<file path="config.mk">
export PLATFORM = sky130hd
export DESIGN_NAME = constraint_candidate_sampler
export DESIGN_NICKNAME = d
export VERILOG_FILES = /design/src/rtl/constraint_candidate_sampler.sv
export SDC_FILE = /design/constraint.sdc
export NUM_CORES = 1
export LEC_CHECK = 0
export ABC_AREA = 1
export CAP_MARGIN = 0
export CORE_ASPECT_RATIO = 0.5
export CORE_MARGIN = 2
export CORE_UTILIZATION = 48
export DETAILED_ROUTE_END_ITERATION = 10
export GPL_ROUTABILITY_DRIVEN = 0
export PLACE_DENSITY = 0.89
export SYNTH_ARGS = -nofsm -noshare
export SYNTH_HDL_FRONTEND = slang
export SYNTH_SLANG_ARGS = --single-unit
</file>
<file path="constraint.sdc">
create_clock -name clk -period 6.4 [get_ports clk]
set_input_delay 0.96 -clock clk [delete_from_list [all_inputs] [get_ports clk]]
set_output_delay 0.96 -clock clk [all_outputs]
set_load 0.01 [all_outputs]
</file>
<file path="src/rtl/constraint_candidate_sampler.sv">
// constraint_candidate_sampler
//   Generates pseudo-random candidate assignments for var_0..var_4 from a 64-bit
//   Galois LFSR. It feeds each candidate to an external combinational constraint
//   checker and retries until every cons_ok bit is set or MAX_TRIES candidates
//   have been tried. An accepted candidate is presented on a valid/ready stream.
//
// Ports
//   clk, rst            clock (rising edge), asynchronous active-high reset
//   seed_load, seed_in  reseed the LFSR while idle (a zero seed selects SEED)
//   start               request one satisfying sample (idle only)
//   var_0..var_4        current candidate, combinational slices of the LFSR
//   cons_ok             per-constraint truth bits from the checker
//   sample_valid/ready  output stream handshake, sample_data = accepted candidate
//   busy                request in flight
//   timeout             sticky: the last request ran out of tries
//   tries               candidates evaluated for the current/last request
module constraint_candidate_sampler #(
  parameter logic [63:0] SEED      = 64'h9E37_79B9_7F4A_7C15,
  parameter int unsigned MAX_TRIES = 1024,
  parameter int unsigned NUM_CONS  = 8
) (
  input  logic                clk,
  input  logic                rst,
  input  logic                seed_load,
  input  logic [63:0]         seed_in,
  input  logic                start,
  output logic [12:0]         var_0,
  output logic [12:0]         var_1,
  output logic [13:0]         var_2,
  output logic [13:0]         var_3,
  output logic [7:0]          var_4,
  input  logic [NUM_CONS-1:0] cons_ok,
  output logic                sample_valid,
  input  logic                sample_ready,
  output logic [61:0]         sample_data,
  output logic                busy,
  output logic                timeout,
  output logic [15:0]         tries
);

  // x^64 + x^63 + x^61 + x^60 + 1, right-shifting Galois form
  localparam logic [63:0] LfsrTaps = 64'hD800_0000_0000_0000;
  localparam logic [15:0] MaxTries = 16'(MAX_TRIES);

  typedef enum logic [1:0] {
    StIdle,
    StGen,
    StCheck,
    StHold
  } state_e;

  state_e      state_q, state_d;
  logic [63:0] lfsr_q, lfsr_d;
  logic        sample_valid_q, sample_valid_d;
  logic [61:0] sample_data_q, sample_data_d;
  logic        timeout_q, timeout_d;
  logic [15:0] tries_q, tries_d;

  logic [63:0] lfsr_step;
  logic [61:0] candidate;
  logic [15:0] tries_inc;

  always_comb begin
    lfsr_step = lfsr_q >> 1;
    if (lfsr_q[0]) begin
      lfsr_step = lfsr_step ^ LfsrTaps;
    end
  end

  assign candidate = lfsr_q[61:0];
  assign tries_inc = tries_q + 16'd1;

  assign var_0 = lfsr_q[12:0];
  assign var_1 = lfsr_q[25:13];
  assign var_2 = lfsr_q[39:26];
  assign var_3 = lfsr_q[53:40];
  assign var_4 = lfsr_q[61:54];

  always_comb begin
    state_d        = state_q;
    lfsr_d         = lfsr_q;
    sample_valid_d = sample_valid_q;
    sample_data_d  = sample_data_q;
    timeout_d      = timeout_q;
    tries_d        = tries_q;

    unique case (state_q)
      StIdle: begin
        // Reseeding wins over a simultaneous start, which is then dropped.
        if (seed_load) begin
          lfsr_d = (seed_in == 64'd0) ? SEED : seed_in;
        end else if (start) begin
          tries_d   = 16'd0;
          timeout_d = 1'b0;
          state_d   = StGen;
        end
      end
      StGen: begin
        lfsr_d  = lfsr_step;
        state_d = StCheck;
      end
      StCheck: begin
        tries_d = tries_inc;
        // A pass on the final try is still a success.
        if (&cons_ok) begin
          sample_data_d  = candidate;
          sample_valid_d = 1'b1;
          state_d        = StHold;
        end else if (tries_inc == MaxTries) begin
          timeout_d = 1'b1;
          state_d   = StIdle;
        end else begin
          state_d = StGen;
        end
      end
      StHold: begin
        if (sample_ready) begin
          sample_valid_d = 1'b0;
          state_d        = StIdle;
        end
      end
      default: begin
        state_d = StIdle;
      end
    endcase
  end

  always_ff @(posedge clk or posedge rst) begin
    if (rst) begin
      state_q        <= StIdle;
      lfsr_q         <= SEED;
      sample_valid_q <= 1'b0;
      sample_data_q  <= 62'd0;
      timeout_q      <= 1'b0;
      tries_q        <= 16'd0;
    end else begin
      state_q        <= state_d;
      lfsr_q         <= lfsr_d;
      sample_valid_q <= sample_valid_d;
      sample_data_q  <= sample_data_d;
      timeout_q      <= timeout_d;
      tries_q        <= tries_d;
    end
  end

  assign sample_valid = sample_valid_q;
  assign sample_data  = sample_data_q;
  assign timeout      = timeout_q;
  assign tries        = tries_q;
  assign busy         = (state_q != StIdle);

endmodule

</file>
Yosys cells after proc, flatten, opt, wreduce, memory -nomap -nowiden
Cells that the tools add are included.
W data, S select, Z words.

storage, ports and cells
  input bits = 77
  register bits = 146
  output and inout bits = 143
  word-level logic and storage cells = 53

cells by class
  eq/ne operators = 11
  muxes and demuxes = 21
  reduce and logical (&&, ||, !) cells = 13
  bitwise logic cells = 1
  add/sub/neg operators = 1

operators with widths
  operator                 count
  $mux W64                 3
  $pmux W64 S2             1
  $logic_not A64 Y1        1
  $mux W16                 2
  $pmux W16 S2             1
  $add A16 B1 Y16 const B  1
  $eq A16 B11 Y1 const B   1
  $ne A2 B2 Y1 const B     7
  $reduce_and A3 Y1        3
  $reduce_and A9 Y1        1
  $mux W2                  4
  $pmux W2 S4              1
  $reduce_and A8 Y1        1
  $reduce_bool A2 Y1       4
  $mux W1                  7
  $reduce_and A5 Y1        1
  $eq A2 B2 Y1 const B     2
  $not A3 Y4               1
  $pmux W1 S2              2
  $eq A2 B1 Y1 const B     1
  $logic_not A2 Y1         1
  $reduce_and A2 Y1        1

Depth between registers and ports, before layout
Gate-level depths: netlist of run 1.

  depth after elaboration = 5
  mapped depth = 15
  gate-level depth less buffers = 15

Worst setup path after synthesis of run 1
OpenSTA, ideal clock, no wires.

  path kind = input to register
  from = input port seed_in[54]
  to = register lfsr_q[10]
  buffers on the path = 2
  arrival time = 2130 ps
  data required time = 6336 ps
  stages on the path = 9
  path slack = 4206 ps
  setup time = 64 ps
  cells stage by stage = nor4_1 -> nand3_1 -> nor3_1 -> nand3_1 -> clkbuf_1 -> buf_1 -> nand2_1 -> nand2_1 -> nand3_1

on the way
  cells in the longest elaborated chain, start to end = 4

ends and longest elaborated chain
  item                  RTL line  text
  start, declared       25        input logic [63:0] seed_in,
  $logic_not A64 Y1     91        lfsr_d = (seed_in == 64'd0) ? SEED : seed_in;
  $mux W64              91
  $mux W64              90        if (seed_load) begin
  $pmux W64 S2          87        unique case (state_q)
  end signal, assigned  138       lfsr_q <= lfsr_d;
  end, declared         53        logic [63:0] lfsr_q, lfsr_d;

Every way passes these cells. The select of a mux whose other input is x is not followed.
A chain may end at the register's enable or synchronous reset.

Worst setup path in the final report of run 1
  from = input port seed_load
  to = register lfsr_q[62]

on the way
  cells in the longest elaborated chain, start to end = 2

ends and longest elaborated chain
  item                                RTL line  text
  start, declared                     24        input logic seed_load,
  $ne A2 B2 Y1 (no source line)       -
  $reduce_and A2 Y1 (no source line)  -

Every way passes these cells.

==> impl_metrics.tcl, run 1 <==
set metrics [dict create \
    cp.arrival_ps 4170 \
    power_mw 4.23 \
    finalHoldViolations 0 \
    grt_max_degree 85 \
    rrSetupSlack_ps 2980 \
    worst-path-stages 9 \
    synthTopCellsByCount "nand2_1 (272), dfrtp_1 (108), inv_1 (103)" \
    first_pass_iters 8 \
    end_kind "flip-flop" \
    area_growth_pct 34.3 \
    ir_drop_mv 0.241 \
    hp-class "reg -> reg" \
    grt_pass1_wl_um 33000 \
    die-width_um 178 \
    max_cap_viol_count 0 \
    die_h_um 91.1 \
    worstReg2RegEnd "lfsr_q[62]$_DFFE_PP0P_" \
    fin_cells 1214 \
    min_period_ps 3830 \
    min_period_over_period_pct 59.9 \
    yosysSeqAreaShare_pct 50.8 \
    required_ps 6740 \
    wire_per_inst_um 16.7 \
    synthSimpleGateAreaFrac_pct 22.1 \
    synth.most_common_cell "nand2_1" \
    grt-ovfl-total 0 \
    ys_warn_count 0 \
    outcome "finished clean" \
    grt_pass1_vias 6598 \
    async_reset_ff_share_pct 100 \
    dp_cells 1182 \
    synth_mux_area_share_pct 5.20 \
    start_kind "input pin" \
    io_pins 220 \
    finalNetCount 1081 \
    synth_top_cell_by_area "dfrtp_1" \
    slew_viol_final 0 \
    ys_types 28 \
    antenna_found_initial 0 \
    core-area_mm2 0.0147 \
    synth_top_cell_area_share_pct 37.1 \
    synth_edf_count 0 \
    fillers 1077 \
    vias 6513 \
    clk_latency_ps 410 \
    start_util_pct 49.7 \
    drtAntennaViolNets 0 \
    p_leak_nw 4.54 \
    cp.buffers_inverters 4 \
    clkTransAtPathRegs_ps 70 \
    dr.first_iter.drc_count 663 \
    grt_usage_pct 25.5 \
    netlist_instances 856 \
    finalClockSkew_ps 11.4 \
    ys.flop_type "dfrtp_1" \
    endpoint "lfsr_q[62]$_DFFE_PP0P_" \
    cts_tree "done" \
    root_buffer "clkbuf_16" \
    cts.sink_count 146 \
    worst_pin_slew_ps 1160 \
    vias_per_cell 5.36 \
    critical-path-top-delay-family "buffers and inverters" \
    drive_gt1_share_pct 10.9 \
    cts_buffers 17 \
    setup_ws_ps 2570 \
    setup_viol 0 \
    pwr_density_cell_mw_per_mm2 432 \
    cts-hold-fix-buffers 0 \
    rsz0062_at_grt "false" \
    cts_max_level 4 \
    multi_input_area_mm2 0.00259 \
    fp-row-count 31 \
    fmax_ghz 0.261 \
    synth_top_family_by_area "simple AND/OR/NAND/NOR gates" \
    final_core_util_pct 66.7 \
    crit-reg2reg-launch "state_q[0]$_DFFE_PP0P_" \
    dieArea_mm2 0.0162 \
    dp_slack_ps 2210 \
    place.detailed.hpwl_um 14000 \
    synth_compound_gate_area_share_pct 7.35 \
    setup.worst_path.class "in -> reg" \
    antenna_cells 0 \
    clockBufferDepth 2 \
    final_area_mm2 0.00978 \
    synth-adder-area-share_pct 0.172 \
    synth_xor_area_share_pct 0.361 \
    syn-num-nets 934 \
    syn-cell-area_mm2 0.00729 \
    cts_resized 0 \
    synth_area_leaders "dfrtp_1 (37%), nand2_1 (14%), dfstp_2 (14%)" \
    whs_ps 483 \
    crit_path_cell_trace "clkdlybuf4s50_1, inv_1, nor2_4, buf_4, nor2_4, clkinv_1, o21ai_0, a21oi_1, a21oi_1" \
    setup.worst_path.start "seed_load" \
    slowest_delay_ps 940 \
    r2r_cells 9 \
    min_from "timeout$_DFFE_PP0P_" \
    seq_area_mm2 0.00370 \
    max_slew_margin_pct 22.3 \
    timing.critical_path.slowest_stage_cell "nor2_4" \
    syn_area_per_cell_um2 8.51 \
    portBuffers 219 \
    cp_max_fo 55 \
    final.setup.tns_ps 0 \
    place_area_mm2 0.00918 \
    postCtsSetupBuffers 0 \
    synth-seq-cells 146 \
    totalWireLength_um 20300 \
    drcViolationCount 0 \
]
==> worst min-delay path by stage <==
stage | endpoint | slack (ps) | depth (start not counted)
6_report | timeout$_DFFE_PP0P_ | 480 | 2
3_5_place_dp | timeout$_DFFE_PP0P_ | 470 | 2
5_1_grt | sample_data[34]$_DFFE_PP0P_ | 500 | 2
4_1_cts | timeout$_DFFE_PP0P_ | 490 | 2
3_3_place_gp | timeout$_DFFE_PP0P_ | 460 | 2
2_1_floorplan | lfsr_q[59]$_DFFE_PP1P_ | 460 | 2
==> registers in the layout, summed over array words and instances, names as in the netlist <==
| name | cells |
|---|---|
| state_q | 2 |
| timeout | 1 |
| sample_data | 62 |
| tries | 16 |
| lfsr_q | 64 |
| sample_valid | 1 |
==> routing by layer <==
metal	wire length (um)	track usage, %	vias up
li1	-	-	2989
met1	8050	31.0	3171
met2	10300	45.0	291
met3	1160	4.56	62
met4	714	10.4	0
met5	0	0	-
==> area by class of cell <==
| type | instances | share of cell area, % |
|---|---|---|
| flip-flops and latches | 146 | 37.8 |
| well taps | 198 | 2.53 |
| clock buffers | 18 | 4.39 |
| repair buffers | 225 | 22.9 |
| clock inverters | 14 | 1.80 |
| inverters | 106 | 4.12 |
| multi-input cells | 507 | 26.5 |
==> worst reg2reg max path: cells and delay by family (launching register included) <==
| kind | cells | cell delay (ps) |
|---|---|---|
| buf+inv | 3 | 1290 |
| simple gates | 3 | 1100 |
| compound gates | 3 | 500 |
| flops | 1 | 460 |
==> cell usage in the layout (no fill, tap or decap), drive strengths merged <==
cell,synthesis,final
dfrtp,108,108
nand4,15,15
nor2,31,31
buf,71,6
clkinv,1,6
ha,1,1
bufinv,0,3
inv,105,109
xnor2,3,3
clkbuf,26,18
o21ai,46,46
dfstp,38,38
o211ai,1,1
clkinvlp,0,2
nand2,272,272
o31ai,1,1
clkdlybuf4s50,0,219
nor3,3,3
or3,1,1
o22ai,8,8
nor4,11,11
o221ai,24,24
mux2,28,28
nand3,56,56
a21oi,6,6
==> cell families (layout without fill, tap and decap cells) <==
kind of cell             count (synthesis)  after routing
AO/OA/AOI/OAI                           86             86
adder cells (fa/ha/maj)                  1              1
flip-flops                             146            146
AND/OR/NAND/NOR                        389            389
multiplexers                            28             28
buffers and inverters                  203            363
XOR/XNOR                                 3              3
==> power by group <==
part	switching (mW)	leakage [nW]	total [mW]	internal, mW
Combinational	0.864	2.41	1.63	0.763
Clock	0.413	0.292	1.03	0.619
Sequential	0.280	1.85	1.57	1.29
Total	1.56	4.54	4.23	2.67
Note: power is estimated with default switching activity, not from simulation.
==> inputs of run 2 (changes only) <==
Settings changed: CORE_UTILIZATION 48 to 43, PLACE_DENSITY 0.89 to 0.85.
Clock period 6.4 ns to 3.2 ns, I/O delays scaled along.
==> impl_metrics.tcl, run 2 (synthesis gave the netlist of run 1 again) <==
set metrics [dict create \
    r2r_cells 7 \
    core-area_mm2 0.0165 \
    grt_pass1_wl_um 32200 \
    min_period_over_period_pct 75.1 \
    ir_drop_mv 0.572 \
    postCtsSetupBuffers 0 \
    place.detailed.hpwl_um 14300 \
    setup_ws_ps 797 \
    start_util_pct 44.2 \
    cts_max_level 4 \
    drtAntennaViolNets 0 \
    dieArea_mm2 0.0181 \
    clockBufferDepth 2 \
    slowest_delay_ps 800 \
    slew_viol_final 0 \
    required_ps 3490 \
    root_buffer "clkbuf_16" \
    clk_latency_ps 420 \
    grt_usage_pct 22.6 \
    start_kind "flip-flop" \
    end_kind "flip-flop" \
    final.setup.tns_ps 0 \
    hp-class "reg -> reg" \
    io_pins 220 \
    portBuffers 219 \
    max_slew_margin_pct 23.9 \
    layout_common_cells "nand2_1 (272), clkdlybuf4s50_1 (219), dfrtp_1 (108), inv_1 (102), nand3_1 (56)" \
    min_period_ps 2400 \
    setup_viol 0 \
    vias 6373 \
    grtUsageMet3_pct 4.05 \
    use_met1_pct 28.7 \
    pwr_density_cell_mw_per_mm2 848 \
    globalRoute.busiestLayer "met2" \
    worstReg2RegEnd "sample_data[20]$_DFFE_PP0P_" \
    clkTransAtPathRegs_ps 60 \
    min_path_cells 2 \
    min_from "sample_valid$_DFFE_PP0P_" \
    setup.worst_path.class "reg -> reg" \
    timing.critical_path.slowest_stage_cell "or3_4" \
    drcViolationCount 0 \
    grt_pass1_vias 6221 \
    drive_gt1_share_pct 11.5 \
    cts_resized 0 \
    final_common_cell "nand2_1" \
    fmax_ghz 0.416 \
    cts_buffers 17 \
    finalClockSkew_ps 13.0 \
    cts-hold-fix-buffers 0 \
    p_leak_nw 4.57 \
    cp.buffers_inverters 3 \
    vias_per_cell 5.09 \
    path_common_cell "inv_2" \
    max_cap_viol_count 0 \
    finalNetCount 1089 \
    critical-path-top-delay-family "simple AND/OR/NAND/NOR gates" \
    antenna_found_initial 0 \
    area_growth_pct 35.4 \
    worst_pin_slew_ps 1140 \
    totalWireLength_um 20400 \
    min_to "sample_valid$_DFFE_PP0P_" \
    grt_max_degree 90 \
    grt-ovfl-total 0 \
    outcome "finished clean" \
    cp.arrival_ps 2690 \
    place_area_mm2 0.00930 \
    fp-row-count 33 \
    die_h_um 96.0 \
    cts_tree "done" \
    crit_path_cell_trace "inv_2, nor2_4, inv_2, or3_4, buf_4, nand2_1, o21ai_0" \
    first_pass_iters 5 \
    final_area_mm2 0.00987 \
    largest_reg_flops 64 \
    crit-reg2reg-launch "state_q[1]$_DFFE_PP0P_" \
    dp_slack_ps 679 \
    finalHoldViolations 0 \
    dr.first_iter.drc_count 441 \
    globalRouteMet2Util_pct 39.1 \
    cts.sink_count 146 \
    registers.top_by_ff_count "lfsr_q" \
    antenna_cells 0 \
    rsz0062_at_grt "false" \
    rrSetupSlack_ps 800 \
    wire_per_inst_um 16.3 \
    cp_max_fo 89 \
    die-width_um 188 \
]
==> run 2: cell count changes in the layout (fill, tap and decap cells not counted) <==
| cell | change |
|---|---|
| buf_12 | +2 |
| buf_4 | +6 |
| bufinv_16 | -1 |
| clkbuf_1 | +1 |
| clkinv_2 | +2 |
| clkinv_4 | -1 |
| clkinvlp_4 | +3 |
| inv_6 | -4 |
==> run 2: worst reg2reg max path: cells and delay by family, from the launching register on <==
family	cells	cell delay (ps)
buffers and inverters	3	640
AOI/OAI and AO/OA	1	80
and+or+nand+nor	3	1090
DFF	1	470
==> run 2: where the power goes <==
group,switching [mW],internal (mW)
Clock,0.814,1.15
Combinational,1.74,1.55
Sequential,0.542,2.58
==> run 2: area by class of cell <==
cell class | instances | area, um2
clock buffers | 19 | 433
well taps | 227 | 284
multi-input cells | 507 | 2590
clock inverters | 13 | 136
fillers | 1322 | 6610
repair buffers | 233 | 2320
inverters | 106 | 402
flip-flops and latches | 146 | 3700
==> run 2: metrics by stage <==
stage	power, mW	std cells	hold slack, ps	utilization [%]
final	8.37	1251	479	59.9
after CTS	8.41	1251	490	59.9
after floorplan	5.19	856	461	-
after detailed placement	6.43	1219	468	56.4
after global placement	6.30	1219	466	56.4
after global routing	8.87	1251	511	59.9
==> run 2: worst max-delay path by stage <==
stage,startpoint,to,slack (ps),depth (start not counted)
floorplan,rst,lfsr_q[15]$_DFFE_PP0P_,920,1
global placement,seed_in[54],lfsr_q[0]$_DFFE_PP1P_,630,9
detailed placement,seed_in[63],lfsr_q[0]$_DFFE_PP1P_,680,9
CTS,state_q[1]$_DFFE_PP0P_,sample_data[32]$_DFFE_PP0P_,810,7
global route,state_q[1]$_DFFE_PP0P_,sample_data[18]$_DFFE_PP0P_,670,6
finish,state_q[1]$_DFFE_PP0P_,sample_data[20]$_DFFE_PP0P_,800,7
==> run 2: routing by layer <==
metal | vias up | wire (um)
li1 | 3004 | -
met1 | 3078 | 8560
met2 | 252 | 10200
met3 | 39 | 1130
met4 | 0 | 446
met5 | - | 0
==> inputs of run 3 (changes only) <==
Clock period 3.2 ns to 2.15 ns, I/O delays scaled along.
==> impl_metrics.tcl, run 3 (synthesis gave the netlist of run 1 again) <==
set metrics [dict create \
    totalWireLength_um 20400 \
    cts_tree "done" \
    grt_pass1_vias 6297 \
    cp.buffers_inverters 2 \
    place_area_mm2 0.00939 \
    crit_path_cell_trace "nor2_1, inv_1, clkdlybuf4s50_1" \
    place.detailed.hpwl_um 14500 \
    finalNetCount 1094 \
    dieArea_mm2 0.0181 \
    antenna_found_initial 0 \
    drive_gt1_share_pct 12.5 \
    wire_per_inst_um 16.2 \
    ir_drop_mv 0.713 \
    start_kind "flip-flop" \
    final_area_mm2 0.0100 \
    critical-path-top-delay-family "buffers and inverters" \
    timing.critical_path.slowest_stage_cell "clkdlybuf4s50_1" \
    globalRoute.busiestLayer "met2" \
    grt-ovfl-total 0 \
    finalClockSkew_ps 11.8 \
    final.setup.tns_ps 0 \
    setup_ws_ps 151 \
    use_met1_pct 27.8 \
    die-width_um 188 \
    drtAntennaViolNets 0 \
    rsz0062_at_grt "false" \
    antenna_cells 0 \
    outcome "finished clean" \
    setup.worst_path.class "reg -> out" \
    hp-class "in -> async" \
    vias 6460 \
    clk_latency_ps 420 \
    core-area_mm2 0.0165 \
    required_ps 1830 \
    end_kind "output pin" \
    clockBufferDepth 2 \
    cts_max_level 4 \
    setup_viol 0 \
    area_growth_pct 37.6 \
    finalHoldViolations 0 \
    drcViolationCount 0 \
    dp_slack_ps -179 \
    min_period_over_period_pct 93.0 \
    first_pass_iters 5 \
    cp.arrival_ps 1680 \
    cts-hold-fix-buffers 0 \
    max_cap_viol_count 0 \
    layout_common_cells "nand2_1 (272), clkdlybuf4s50_1 (219), dfrtp_1 (107), inv_1 (102), nand3_1 (56)" \
    fmax_ghz 0.500 \
    largest_reg_flops 64 \
    worst_pin_slew_ps 1050 \
    max_slew_margin_pct 29.8 \
    start_util_pct 44.2 \
    cts.sink_count 146 \
    whs_ps 410 \
    fillers 1319 \
    postCtsSetupBuffers 0 \
    pwr_density_cell_mw_per_mm2 1280 \
    clkTransAtPathRegs_ps 60 \
    cp_max_fo 5 \
    io_pins 220 \
    final_common_cell "nand2_1" \
    globalRouteMet2Util_pct 39.9 \
    cts_buffers 17 \
    power_mw 12.8 \
    slew_viol_final 0 \
    grt_max_degree 112 \
    multi_input_area_mm2 0.00261 \
    min_period_ps 2000 \
    cts_resized 0 \
    registers.top_by_ff_count "lfsr_q" \
    p_leak_nw 4.64 \
    dr.first_iter.drc_count 472 \
    die_h_um 96.0 \
    fp-row-count 33 \
    portBuffers 219 \
    root_buffer "clkbuf_16" \
    vias_per_cell 5.14 \
    grtUsageMet3_pct 3.90 \
    slowest_delay_ps 560 \
    grt_usage_pct 22.6 \
    seq_area_mm2 0.00370 \
    grt_pass1_wl_um 32200 \
]
## run 3: changes by cell type in the layout (fill, tap and decap cells not counted), sizes merged
cell      delta
clkinvlp     -2
bufinv       +2
inv          +1
clkinv       -1
buf          +5
## run 3: worst min-delay path, cell delays in order
cell and delay, ps:
clkdlybuf4s50_1 440, clkinvlp_4 110, buf_4 390
## run 3: where the power goes
| group | internal [mW] | switching [mW] | total, mW |
|---|---|---|---|
| logic | 2.41 | 2.61 | 5.03 |
| clock network | 1.95 | 1.22 | 3.17 |
| registers | 3.84 | 0.810 | 4.65 |
| total | 8.20 | 4.65 | 12.8 |
## run 3: final cells by class
cell class,count,area share (%)
clock inverter,13,1.85
clock buffer,19,4.32
tap,227,2.83
sequential,146,36.9
multi-input combinational,507,26.1
timing repair buffer,238,24.0
inverter,106,4.00
## run 3: per-stage QoR
step / cells / utilization (%)
6_report: 1256 / 60.9
5_1_grt: 1256 / 60.9
4_1_cts: 1256 / 60.7
3_5_place_dp: 1224 / 57.0
3_3_place_gp: 1224 / 57.0
2_1_floorplan: 856 / -
## run 3: final timing paths
| path | end | depth (start not counted) | from | slack [ps] |
|---|---|---|---|---|
| hold reg to reg | sample_data[34]$_DFFE_PP0P_ | 2 | sample_data[34]$_DFFE_PP0P_ | 490 |
| setup reg to reg | timeout$_DFFE_PP0P_ | 14 | tries[0]$_DFFE_PP0P_ | 170 |
| setup / recovery | busy | 3 | state_q[1]$_DFFE_PP0P_ | 150 |
| max in group asynchronous | sample_data[52]$_DFFE_PP0P_ | 3 | rst | 1250 |
| min in group clk | sample_data[34]$_DFFE_PP0P_ | 2 | sample_data[34]$_DFFE_PP0P_ | 490 |
| hold / removal | sample_data[27]$_DFFE_PP0P_ | 3 | rst | 410 |
## run 3: layer usage
layer | part of all wire [%] | vias to the layer above | wire length (um)
li1 | - | 3006 | -
met1 | 41 | 3139 | 8400
met2 | 50 | 264 | 10300
met3 | 5.4 | 51 | 1100
met4 | 3.0 | 0 | 606
met5 | 0 | - | 0
